<file path="config.mk">
export PLATFORM = sky130hd
export DESIGN_NAME = uart_tx_cfg_flat
export DESIGN_NICKNAME = d
export VERILOG_FILES = /design/src/rtl/uart_tx_cfg_if.sv /design/src/rtl/uart_tx_cfg.sv /design/src/flat_wrapper.sv
export SDC_FILE = /design/constraint.sdc
export NUM_CORES = 1
export LEC_CHECK = 0
export BUFFER_PORTS_ARGS = -buffer_cell sky130_fd_sc_hd__buf_2
export CORE_MARGIN = 4
export CORE_UTILIZATION = 61
export DETAILED_ROUTE_END_ITERATION = 7
export HOLD_SLACK_MARGIN = 0.03
export PLACE_DENSITY = 0.84
export SYNTH_ARGS = -nofsm -noshare
export SYNTH_HDL_FRONTEND = slang
export SYNTH_SLANG_ARGS = --single-unit
</file>
<file path="constraint.sdc">
create_clock -name clk -period 3.1 [get_ports clk]
set_clock_uncertainty 0.15 [all_clocks]
set_input_delay 0.155 -clock clk [delete_from_list [all_inputs] [get_ports clk]]
set_output_delay 0.155 -clock clk [all_outputs]
set_load 0.02 [all_outputs]
</file>
<file path="src/rtl/uart_tx_cfg_if.sv">
`default_nettype none
// ============================================================================
// Module      : uart_tx_cfg_if
// Description : Host-side handshake bundle for the configurable UART
//               transmitter: start request, payload, parity mode and the
//               ready/done/parity status returned to the host.
// Revision    : 1.0 - initial release
// ============================================================================
interface uart_tx_cfg_if #(
  parameter int DBIT = 8
);
  logic            tx_start;
  logic [DBIT-1:0] din;
  logic [1:0]      parity_mode;
  logic            tx_ready;
  logic            tx_done_tick;
  logic            tx_parity;

  // Byte source side
  modport master (
    output tx_start,
    output din,
    output parity_mode,
    input  tx_ready,
    input  tx_done_tick,
    input  tx_parity
  );

  // Transmitter side
  modport slave (
    input  tx_start,
    input  din,
    input  parity_mode,
    output tx_ready,
    output tx_done_tick,
    output tx_parity
  );
endinterface
`default_nettype wire

</file>
<file path="src/rtl/uart_tx_cfg.sv">
`default_nettype none
// ============================================================================
// Module      : uart_tx_cfg
// Description : Parametrised UART transmitter. DBIT data bits LSB first,
//               run-time parity (none/even/odd/mark) latched per frame,
//               OS_TICK oversample ticks per bit and SB_TICK ticks of stop.
// Revision    : 1.0 - initial release
// ============================================================================
module uart_tx_cfg #(
  parameter int DBIT    = 8,
  parameter int OS_TICK = 16,
  parameter int SB_TICK = 16
) (
  input  wire logic       clk,
  input  wire logic       reset_n,
  input  wire logic       s_tick_i,
  uart_tx_cfg_if.slave    host_if,
  output logic            tx_o
);

  localparam int TMAX = (OS_TICK > SB_TICK) ? OS_TICK : SB_TICK;
  localparam int TW   = $clog2(TMAX);
  localparam int BW   = $clog2(DBIT);

  localparam logic [TW-1:0] C_OS_LAST  = TW'(OS_TICK - 1);
  localparam logic [TW-1:0] C_SB_LAST  = TW'(SB_TICK - 1);
  localparam logic [BW-1:0] C_BIT_LAST = BW'(DBIT - 1);

  localparam logic [1:0] C_PM_NONE = 2'b00;
  localparam logic [1:0] C_PM_EVEN = 2'b01;
  localparam logic [1:0] C_PM_ODD  = 2'b10;

  typedef enum logic [2:0] {
    ST_IDLE   = 3'd0,
    ST_START  = 3'd1,
    ST_DATA   = 3'd2,
    ST_PARITY = 3'd3,
    ST_STOP   = 3'd4
  } state_t;

  state_t          state_q;
  logic [TW-1:0]   tick_q;
  logic [BW-1:0]   bit_q;
  logic [DBIT-1:0] shreg_q;
  logic [1:0]      mode_q;
  logic            parity_q;
  logic            tx_q;
  logic            ready_q;
  logic            done_q;

  logic            parity_d;
  logic            tick_end;

  // Parity bit for the word being offered; only registered on acceptance
  always_comb begin
    parity_d = 1'b0;
    case (host_if.parity_mode)
      C_PM_EVEN: parity_d = ^host_if.din;
      C_PM_ODD:  parity_d = ~(^host_if.din);
      C_PM_NONE: parity_d = 1'b0;
      default:   parity_d = 1'b1;
    endcase
  end

  // Last oversample tick of the current bit (stop period uses its own length)
  always_comb begin
    tick_end = 1'b0;
    if (s_tick_i) begin
      tick_end = (state_q == ST_STOP) ? (tick_q == C_SB_LAST)
                                      : (tick_q == C_OS_LAST);
    end
  end

  // Frame sequencer: all outputs are registered on the bit-boundary edge.
  // ready is held low through the done cycle so a start there is ignored.
  always_ff @(posedge clk or negedge reset_n) begin
    if (!reset_n) begin
      state_q  <= ST_IDLE;
      tick_q   <= '0;
      bit_q    <= '0;
      shreg_q  <= '0;
      mode_q   <= C_PM_NONE;
      parity_q <= 1'b0;
      tx_q     <= 1'b1;
      ready_q  <= 1'b1;
      done_q   <= 1'b0;
    end else begin
      done_q <= 1'b0;
      case (state_q)
        ST_IDLE: begin
          tx_q <= 1'b1;
          if (!ready_q) begin
            ready_q <= 1'b1;
          end else if (host_if.tx_start) begin
            shreg_q  <= host_if.din;
            mode_q   <= host_if.parity_mode;
            parity_q <= parity_d;
            tick_q   <= '0;
            tx_q     <= 1'b0;
            ready_q  <= 1'b0;
            state_q  <= ST_START;
          end
        end

        ST_START: begin
          if (tick_end) begin
            tick_q  <= '0;
            bit_q   <= '0;
            tx_q    <= shreg_q[0];
            state_q <= ST_DATA;
          end else if (s_tick_i) begin
            tick_q <= tick_q + 1'b1;
          end
        end

        ST_DATA: begin
          if (tick_end) begin
            tick_q  <= '0;
            shreg_q <= {1'b0, shreg_q[DBIT-1:1]};
            if (bit_q == C_BIT_LAST) begin
              if (mode_q == C_PM_NONE) begin
                tx_q    <= 1'b1;
                state_q <= ST_STOP;
              end else begin
                tx_q    <= parity_q;
                state_q <= ST_PARITY;
              end
            end else begin
              bit_q <= bit_q + 1'b1;
              tx_q  <= shreg_q[1];
            end
          end else if (s_tick_i) begin
            tick_q <= tick_q + 1'b1;
          end
        end

        ST_PARITY: begin
          if (tick_end) begin
            tick_q  <= '0;
            tx_q    <= 1'b1;
            state_q <= ST_STOP;
          end else if (s_tick_i) begin
            tick_q <= tick_q + 1'b1;
          end
        end

        ST_STOP: begin
          tx_q <= 1'b1;
          if (tick_end) begin
            tick_q  <= '0;
            done_q  <= 1'b1;
            state_q <= ST_IDLE;
          end else if (s_tick_i) begin
            tick_q <= tick_q + 1'b1;
          end
        end

        default: begin
          state_q  <= ST_IDLE;
          tick_q   <= '0;
          bit_q    <= '0;
          shreg_q  <= '0;
          mode_q   <= C_PM_NONE;
          parity_q <= 1'b0;
          tx_q     <= 1'b1;
          ready_q  <= 1'b1;
          done_q   <= 1'b0;
        end
      endcase
    end
  end

  assign tx_o                 = tx_q;
  assign host_if.tx_ready     = ready_q;
  assign host_if.tx_done_tick = done_q;
  assign host_if.tx_parity    = parity_q;

endmodule
`default_nettype wire

</file>
<file path="src/flat_wrapper.sv">
// flat-port wrapper written by rule: the top's interface ports become plain ports
module uart_tx_cfg_flat 
#(
  parameter int DBIT    = 8,
  parameter int OS_TICK = 16,
  parameter int SB_TICK = 16
)
  (clk, reset_n, s_tick_i, tx_o, host_if_tx_start, host_if_din, host_if_parity_mode, host_if_tx_ready, host_if_tx_done_tick, host_if_tx_parity);
  uart_tx_cfg_if #(.DBIT(DBIT)) host_if_i ();
  input  wire logic clk;
  input  wire logic reset_n;
  input  wire logic s_tick_i;
  output logic tx_o;
  input wire logic [$bits(host_if_i.tx_start)-1:0] host_if_tx_start;
  input wire logic [$bits(host_if_i.din)-1:0] host_if_din;
  input wire logic [$bits(host_if_i.parity_mode)-1:0] host_if_parity_mode;
  output wire logic [$bits(host_if_i.tx_ready)-1:0] host_if_tx_ready;
  output wire logic [$bits(host_if_i.tx_done_tick)-1:0] host_if_tx_done_tick;
  output wire logic [$bits(host_if_i.tx_parity)-1:0] host_if_tx_parity;
  assign host_if_i.tx_start = host_if_tx_start;
  assign host_if_i.din = host_if_din;
  assign host_if_i.parity_mode = host_if_parity_mode;
  assign host_if_tx_ready = host_if_i.tx_ready;
  assign host_if_tx_done_tick = host_if_i.tx_done_tick;
  assign host_if_tx_parity = host_if_i.tx_parity;
  uart_tx_cfg #(.DBIT(DBIT), .OS_TICK(OS_TICK), .SB_TICK(SB_TICK)) u_core (.clk(clk), .reset_n(reset_n), .s_tick_i(s_tick_i), .host_if(host_if_i), .tx_o(tx_o));
endmodule
</file>
# Word-level counts from Yosys, hierarchy flattened
# Cells that the tools add are included.
[totals]
output_inout_bits = 4
wordCells = 85
reg_bits = 24
in_bits = 14
[op_classes]
n_reduce_logical = 13
bitwise_logic = 4
n_addsub = 2
muxes = 40
eq_ne = 17
[op_table]
columns = ["operator", "n"]
rows = [
  ["3-bit 2-to-1 mux", 10],
  ["8-bit 2-to-1 mux", 3],
  ["8-bit one-hot mux with 3 select lines", 1],
  ["4-bit 2-to-1 mux", 4],
  ["3-bit one-hot mux with 5 select lines", 1],
  ["1-bit 2-to-1 mux", 12],
  ["2-bit by 1-bit != test with 1-bit output (second input constant)", 6],
  ["3-bit one-hot mux with 3 select lines", 1],
  ["3-bit AND reduction", 3],
  ["4-bit one-hot mux with 2 select lines", 1],
  ["4-bit AND reduction", 2],
  ["8-bit parity", 1],
  ["7-bit AND reduction", 1],
  ["3-bit by 2-bit equality test with 1-bit output (second input constant)", 2],
  ["3-bit equality test (second input constant)", 2],
  ["3-bit OR reduction", 2],
  ["4-bit by 1-bit adder with 4-bit output (second input constant)", 1],
  ["4-bit equality test (second input constant)", 1],
  ["2-bit logical NOT", 2],
  ["2-bit 2-to-1 mux", 2],
  ["2-bit != test (second input constant)", 2],
  ["1-bit inverter", 4],
  ["1-bit one-hot mux with 2 select lines", 2],
  ["1-bit one-hot mux with 4 select lines", 1],
  ["9 further kinds", 9],
]

# Longest topological paths before layout
[depth]
depth_word = 6
depth_mapped = 7
ltp_nobuf = 6

# Least setup slack after synthesis
# OpenSTA, ideal clock, no wires.
[synth_path]
path_type = "register to register"
startpoint = "reg u_core.tick_q[0]"
endpoint = "reg u_core.bit_q[0]"
slack_ns = 1.416
stages_incl_launch_ff = 7
setup_time_ns = 0.125
required_time_ns = 2.825
period_less_slack_ns = 1.684
path_buffers = 0
arrival_ns = 1.410
path_cell_list = "dfrtp_1 -> ha_1 -> nand2_1 -> nor2_4 -> a21oi_1 -> nor2_2 -> mux2_2"
[synth_between]
elab_chain_len = 4
word_cells_on_any_way = 5
cone_classes = "eq/ne (3); mux (1); reduce/logical (1)"
[synth_lines]
columns = ["element", "line_no", "source"]
rows = [
  ["start, declared", "uart_tx_cfg.sv:42", "logic [TW-1:0] tick_q;"],
  ["start signal, assigned", "uart_tx_cfg.sv:112", "tick_q <= tick_q + 1'b1;"],
  ["start signal, assigned", "uart_tx_cfg.sv:133", "tick_q <= tick_q + 1'b1;"],
  ["start signal, assigned", "uart_tx_cfg.sv:143", "tick_q <= tick_q + 1'b1;"],
  ["4-bit equality test *", "uart_tx_cfg.sv:69, uart_tx_cfg.sv:70", ""],
  ["1-bit 2-to-1 mux *", "uart_tx_cfg.sv:68", "if (s_tick_i) begin"],
  ["2-bit by 1-bit != test with 1-bit output (no line)", "n/a", ""],
  ["4-bit AND reduction (no line) *", "n/a", ""],
  ["end signal, assigned", "uart_tx_cfg.sv:129", "bit_q <= bit_q + 1'b1;"],
  ["end, declared", "uart_tx_cfg.sv:43", "logic [BW-1:0] bit_q;"],
]
# Every way passes the cells marked *; elsewhere a longest branch is shown, timed or not.
# A chain may end at the register's enable or synchronous reset.

# Worst setup path in the final report
[layout_path]
startpoint = "reg u_core.state_q[1]"
endpoint = "reg u_core.shreg_q[3]"
[layout_between]
elab_chain_len = 4
word_cells_on_any_way = 12
cone_classes = "eq/ne (7); mux (1); bitwise (1); reduce/logical (3)"
[layout_lines]
columns = ["element", "line_no", "source"]
rows = [
  ["start, declared", "uart_tx_cfg.sv:41", "state_t state_q;"],
  ["start signal, assigned", "uart_tx_cfg.sv:78", "state_q <= ST_IDLE;"],
  ["start signal, assigned", "uart_tx_cfg.sv:101", "state_q <= ST_START;"],
  ["start signal, assigned", "uart_tx_cfg.sv:110", "state_q <= ST_DATA;"],
  ["3-bit by 1-bit equality test with 1-bit output, or another cell as far along", "uart_tx_cfg.sv:89", "case (state_q)"],
  ["3-bit OR reduction (no line)", "n/a", ""],
  ["1-bit inverter (no line)", "n/a", ""],
  ["4-bit AND reduction (no line)", "n/a", ""],
  ["end signal, assigned", "uart_tx_cfg.sv:95", "shreg_q <= host_if.din;"],
  ["end signal, assigned", "uart_tx_cfg.sv:119", "shreg_q <= {1'b0, shreg_q[DBIT-1:1]};"],
  ["end, declared", "uart_tx_cfg.sv:44", "logic [DBIT-1:0] shreg_q;"],
]
# Parallel ways exist; a longest one is shown, timed or not.

==> results.md <==
- Counting flops with a built-in enable in the synthesized netlist gives 0.
- The starting density of the core is 63.74%.
- The number of hold-slack violations in the final timing report came to 0.
- The vertical die dimension is 55.85 um.
- For this run, design rule violations remaining after detail routing come to 0.
- The die covers 3119 um^2.
- After technology mapping, the gate count stands at 148.
- In this run the horizontal extent of the chip is around 56 um.
- The repair_antennas step left the layout with diodes totalling 0.
- The leakage power is approximately 0.7 nW.
- The synthesized design contains 24 register bits.
- The tree built by TritonCTS fans out to 24 sinks.
- Traced cell by cell, the critical path runs through nor2_1 > o21ai_0 > o21ai_2 > nand2_1 > o31ai_1.
- During placement, the flow inserted port buffers numbering 17.
- The endpoint identified for the worst register-to-register timing path is u_core.shreg_q[3].
- The fraction of the cycle the final worst path needs is 74.53%.
- Yosys printed 0 warnings.
- Of all nets on the critical path, the largest fanout is 23.
- The number of global-route vias before repair is ~1.1k.
- From synthesis to final layout, the design area changed by 12.90%.
- The maximum number of buffers from clock root to sink is 2.
- At the later pin of the worst-skew pair, clock insertion delay measures 320 ps.
- The worst hold path endpoint is u_core.host_if.tx_parity.
- After clock tree synthesis, the clock-pin slew on the worst setup and hold paths is 130 ps.
- The number of cells on the worst hold path is 4.
- Cells with a size suffix above 1 make up 20.96% of the layout.
- The worst setup path is of the register to register kind.
- The data arrival at the endpoint of the critical path is 2390 ps.
- In this run the register-to-register setup slack is 790 ps.
- The tree is rooted in a clkbuf_4.
- The CTS tree is yes.
- The number of cells on the worst reg-to-reg path is 5.
- The post-DP HPWL is just over 2000 um.
- At the end of routability-driven placement, the weighted congestion stood at around 0.85.
- Global routing finished with a remaining overflow of 0.
- The final setup violation count is 0.
- The count of unique library cells instantiated by Yosys is 34.
- STA classifies the critical path startpoint as a register.
- The post-cts sizing count is 0.
- For this run, the leading register cell type out of synthesis is dfrtp_1.
- The transition time at the pin with the least slew margin is 779.0 ps.
- The number of levels the H-tree was split into is 1.
- The filler cell count is around 160.
- The average cell area after synthesis is 9.435 um^2.
- The routed layout has 1149 vias.
- Based on the critical path, the design can be clocked at up to 432.8 MHz.
- After floorplanning, the core was divided into 17 placement rows.
- The worst supply voltage drop on vdd is roughly 0.56 mV.
- For the final routed database, the setup TNS stands at 0 ps.
- Across all setup checks in the final design, the least slack found is 789.4 ps.
- With fillers left out, the area of the finished cells amounts to 1577 um^2.
- The global-route total usage across every layer is 19.96%.
- The type of destination of the critical path is a register.
- The ratio of routed vias to standard cells is 5.892.
- The power per cell area is 717.0 nW/um^2.
- The highest-delay cell along the critical path is dfrtp_1.
- The worst slack at placement is 857.5 ps.
- The number of buffers created by CTS is 3.
- The clock period minus worst slack is roughly 2300 ps.
- The count of final max-slew check failures is 0.
- Data on the critical path is required at its endpoint by 3180 ps.
- The placed instances occupy a cell area of 1470 um^2.
- The fraction of the yosys area taken by sequential cells is 43.19%.
- Entering global routing, the biggest net connects 25 pins.
- On the worst path, the slowest cell contributes a delay of 690 ps.
- The worst min-delay path class is input port to register.
- The number of antenna violations at the first check in global routing came to 0.
- Setup repair after global routing left no endpoint under its margin.
- The final net count is approximately 190.
- The relative slew slack is between 40% and 50%.
- The DRC violation total after the first TritonRoute iteration is 48.
- The startpoint identified for the worst hold timing path is host_if_parity_mode[1].
- The first global-routing pass estimated about 5000 um of wire.
- The number of iterations in the first detailed-routing pass is 4.
- The flow ran to the end, and the final reports show no timing, DRC or antenna violations.
- In this run the standard cell core region covers 2191 um^2.
- The mapped cell area is 1396 um^2.
- The number of setup buffers added after CTS is 0.
- The startpoint identified for the worst register-to-register timing path is u_core.state_q[1].
- The tool flagged a number of max-cap violations equal to 0.
- For this block, the routed nets add up to about 2800 um of wire.
- The detail route stage leaves a number of antenna-violating nets equal to 0.
- 18 I/O pins were placed.
- The net count of the mapped netlist is 165.
- Counting flops with an async set or reset pin after synthesis yields a share of 100.0%.
- Dividing the detail-routed wire length by the instance count gives approximately 14 um.
cells in the mapped netlist (2+ instances only):
cell type / n / area (um^2)
nand2_1: 25 / 93.84
dfrtp_1: 22 / 550.5
nor2_1: 10 / 37.54
a21oi_1: 9 / 45.04
o31ai_1: 9 / 67.56
mux2i_1: 8 / 80.08
o21ai_0: 8 / 40.04
xnor2_1: 7 / 61.31
and3_1: 4 / 25.02
buf_2: 4 / 20.02
clkbuf_1: 4 / 15.01
mux2_2: 4 / 45.04
ha_1: 3 / 37.54
a211oi_1: 2 / 15.01
a22o_1: 2 / 17.52
a32o_1: 2 / 20.02
and2_1: 2 / 12.51
dfstp_2: 2 / 52.55
nand3_1: 2 / 10.01
nand3b_1: 2 / 15.01
nor3_1: 2 / 10.01
o21ai_2: 2 / 17.52
o22ai_1: 2 / 12.51
cells in the final DEF, fill, tap and decap left out, types with 2 or more instances in the layout:
cell / synthesis / layout
o31ai_1: 9 / 9
dfrtp_1: 22 / 22
nand2_1: 25 / 25
xnor2_1: 7 / 7
buf_2: 4 / 17
o21ai_2: 2 / 2
o22ai_1: 2 / 2
mux2i_1: 8 / 8
a22o_1: 2 / 2
nand3b_1: 2 / 2
nor2_1: 10 / 10
clkbuf_4: 0 / 3
ha_1: 3 / 3
dlygate4sd3_1: 0 / 7
mux2_2: 4 / 4
and2_1: 2 / 2
o21ai_0: 8 / 8
nand3_1: 2 / 2
nor3_1: 2 / 2
a32o_1: 2 / 2
dfstp_2: 2 / 2
a21oi_1: 9 / 9
and3_1: 4 / 4
a211oi_1: 2 / 2
timing repair:
action / in CTS / in global routing
setup endpoints to repair: 0 / 0
endpoints found under the hold margin: 33 / 0
hold buffers: 7 / 0
report_power, final:
group | switching (mW) | leakage, nW | total, mW | internal (mW)
registers | 0.140 | 0.309 | 0.567 | 0.427
logic | 0.215 | 0.368 | 0.400 | 0.184
clock network | 0.0913 | 0.0210 | 0.163 | 0.0719
total | 0.447 | 0.698 | 1.13 | 0.684
logic make-up (layout without fill, tap and decap cells):
group / count (synthesis) / after routing / synth area share [%]
AOI/OAI and AO/OA: 39 / 39 / 18.91
xor gates and xnor gates: 7 / 7 / 4.391
adders and majority gates: 3 / 3 / 2.688
buffers and inverters: 9 / 28 / 3.315
DFF: 24 / 24 / 43.19
muxes: 12 / 12 / 8.961
and+or+nand+nor: 54 / 54 / 18.55
how the worst max path moves through the flow:
stage          slack [ps]  cells after the start                 to              start
2_1_floorplan        1420                      6    u_core.bit_q[0]   u_core.tick_q[0]
3_3_place_gp          970                      4  u_core.shreg_q[7]  u_core.state_q[1]
3_5_place_dp          860                      4  u_core.shreg_q[7]  u_core.state_q[1]
4_1_cts               820                      5  u_core.shreg_q[3]  u_core.state_q[1]
5_1_grt               550                      4  u_core.shreg_q[7]  u_core.state_q[1]
6_report              790                      5  u_core.shreg_q[3]  u_core.state_q[1]
layout make-up:
| class | count | area, um^2 | share of cell area, % |
|---|---|---|---|
| tap | 28 | 35.03 | 2.222 |
| sequential | 24 | 603.1 | 38.25 |
| timing repair buffer | 24 | 155.1 | 9.841 |
| clock buffer | 4 | 36.28 | 2.302 |
| multi-input combinational | 115 | 747.0 | 47.38 |
sequential cells by signal, summed over array words and instances (netlist names):
register,cells
u_core.shreg_q,8
u_core.tick_q,4
u_core.bit_q,3
u_core.state_q,3
u_core.mode_q,2
u_core.host_if.tx_done_tick,1
u_core.host_if.tx_parity,1
u_core.host_if.tx_ready,1
u_core.tx_o,1
metrics by stage:
| step | hold slack [ps] | instances | utilization [%] | total power, mW |
|---|---|---|---|---|
| after floorplan | -290.6 | 148 | - | 0.8658 |
| after CTS | 44.47 | 195 | 71.96 | 1.135 |
| final | 61.10 | 195 | 71.96 | 1.130 |
| after detailed placement | 14.54 | 184 | 67.10 | 0.9665 |
| after global placement | 5.464 | 184 | 67.10 | 0.9408 |
| after global routing | 43.13 | 195 | 71.96 | 1.221 |
layer usage:
metal  routed length [um]  GRT usage, %
met1                 1236         24.89
met2                 1368         34.63
met3                  125         2.552
met4                   78         8.475
met5                    0             0
critical path, delay by kind of cell, from the launching register on:
kind	cells	cell delay, ps
AO/OA/AOI/OAI	3	620
flip-flops	1	690
AND/OR/NAND/NOR	2	750
Note: power is estimated with default switching activity, not from simulation.
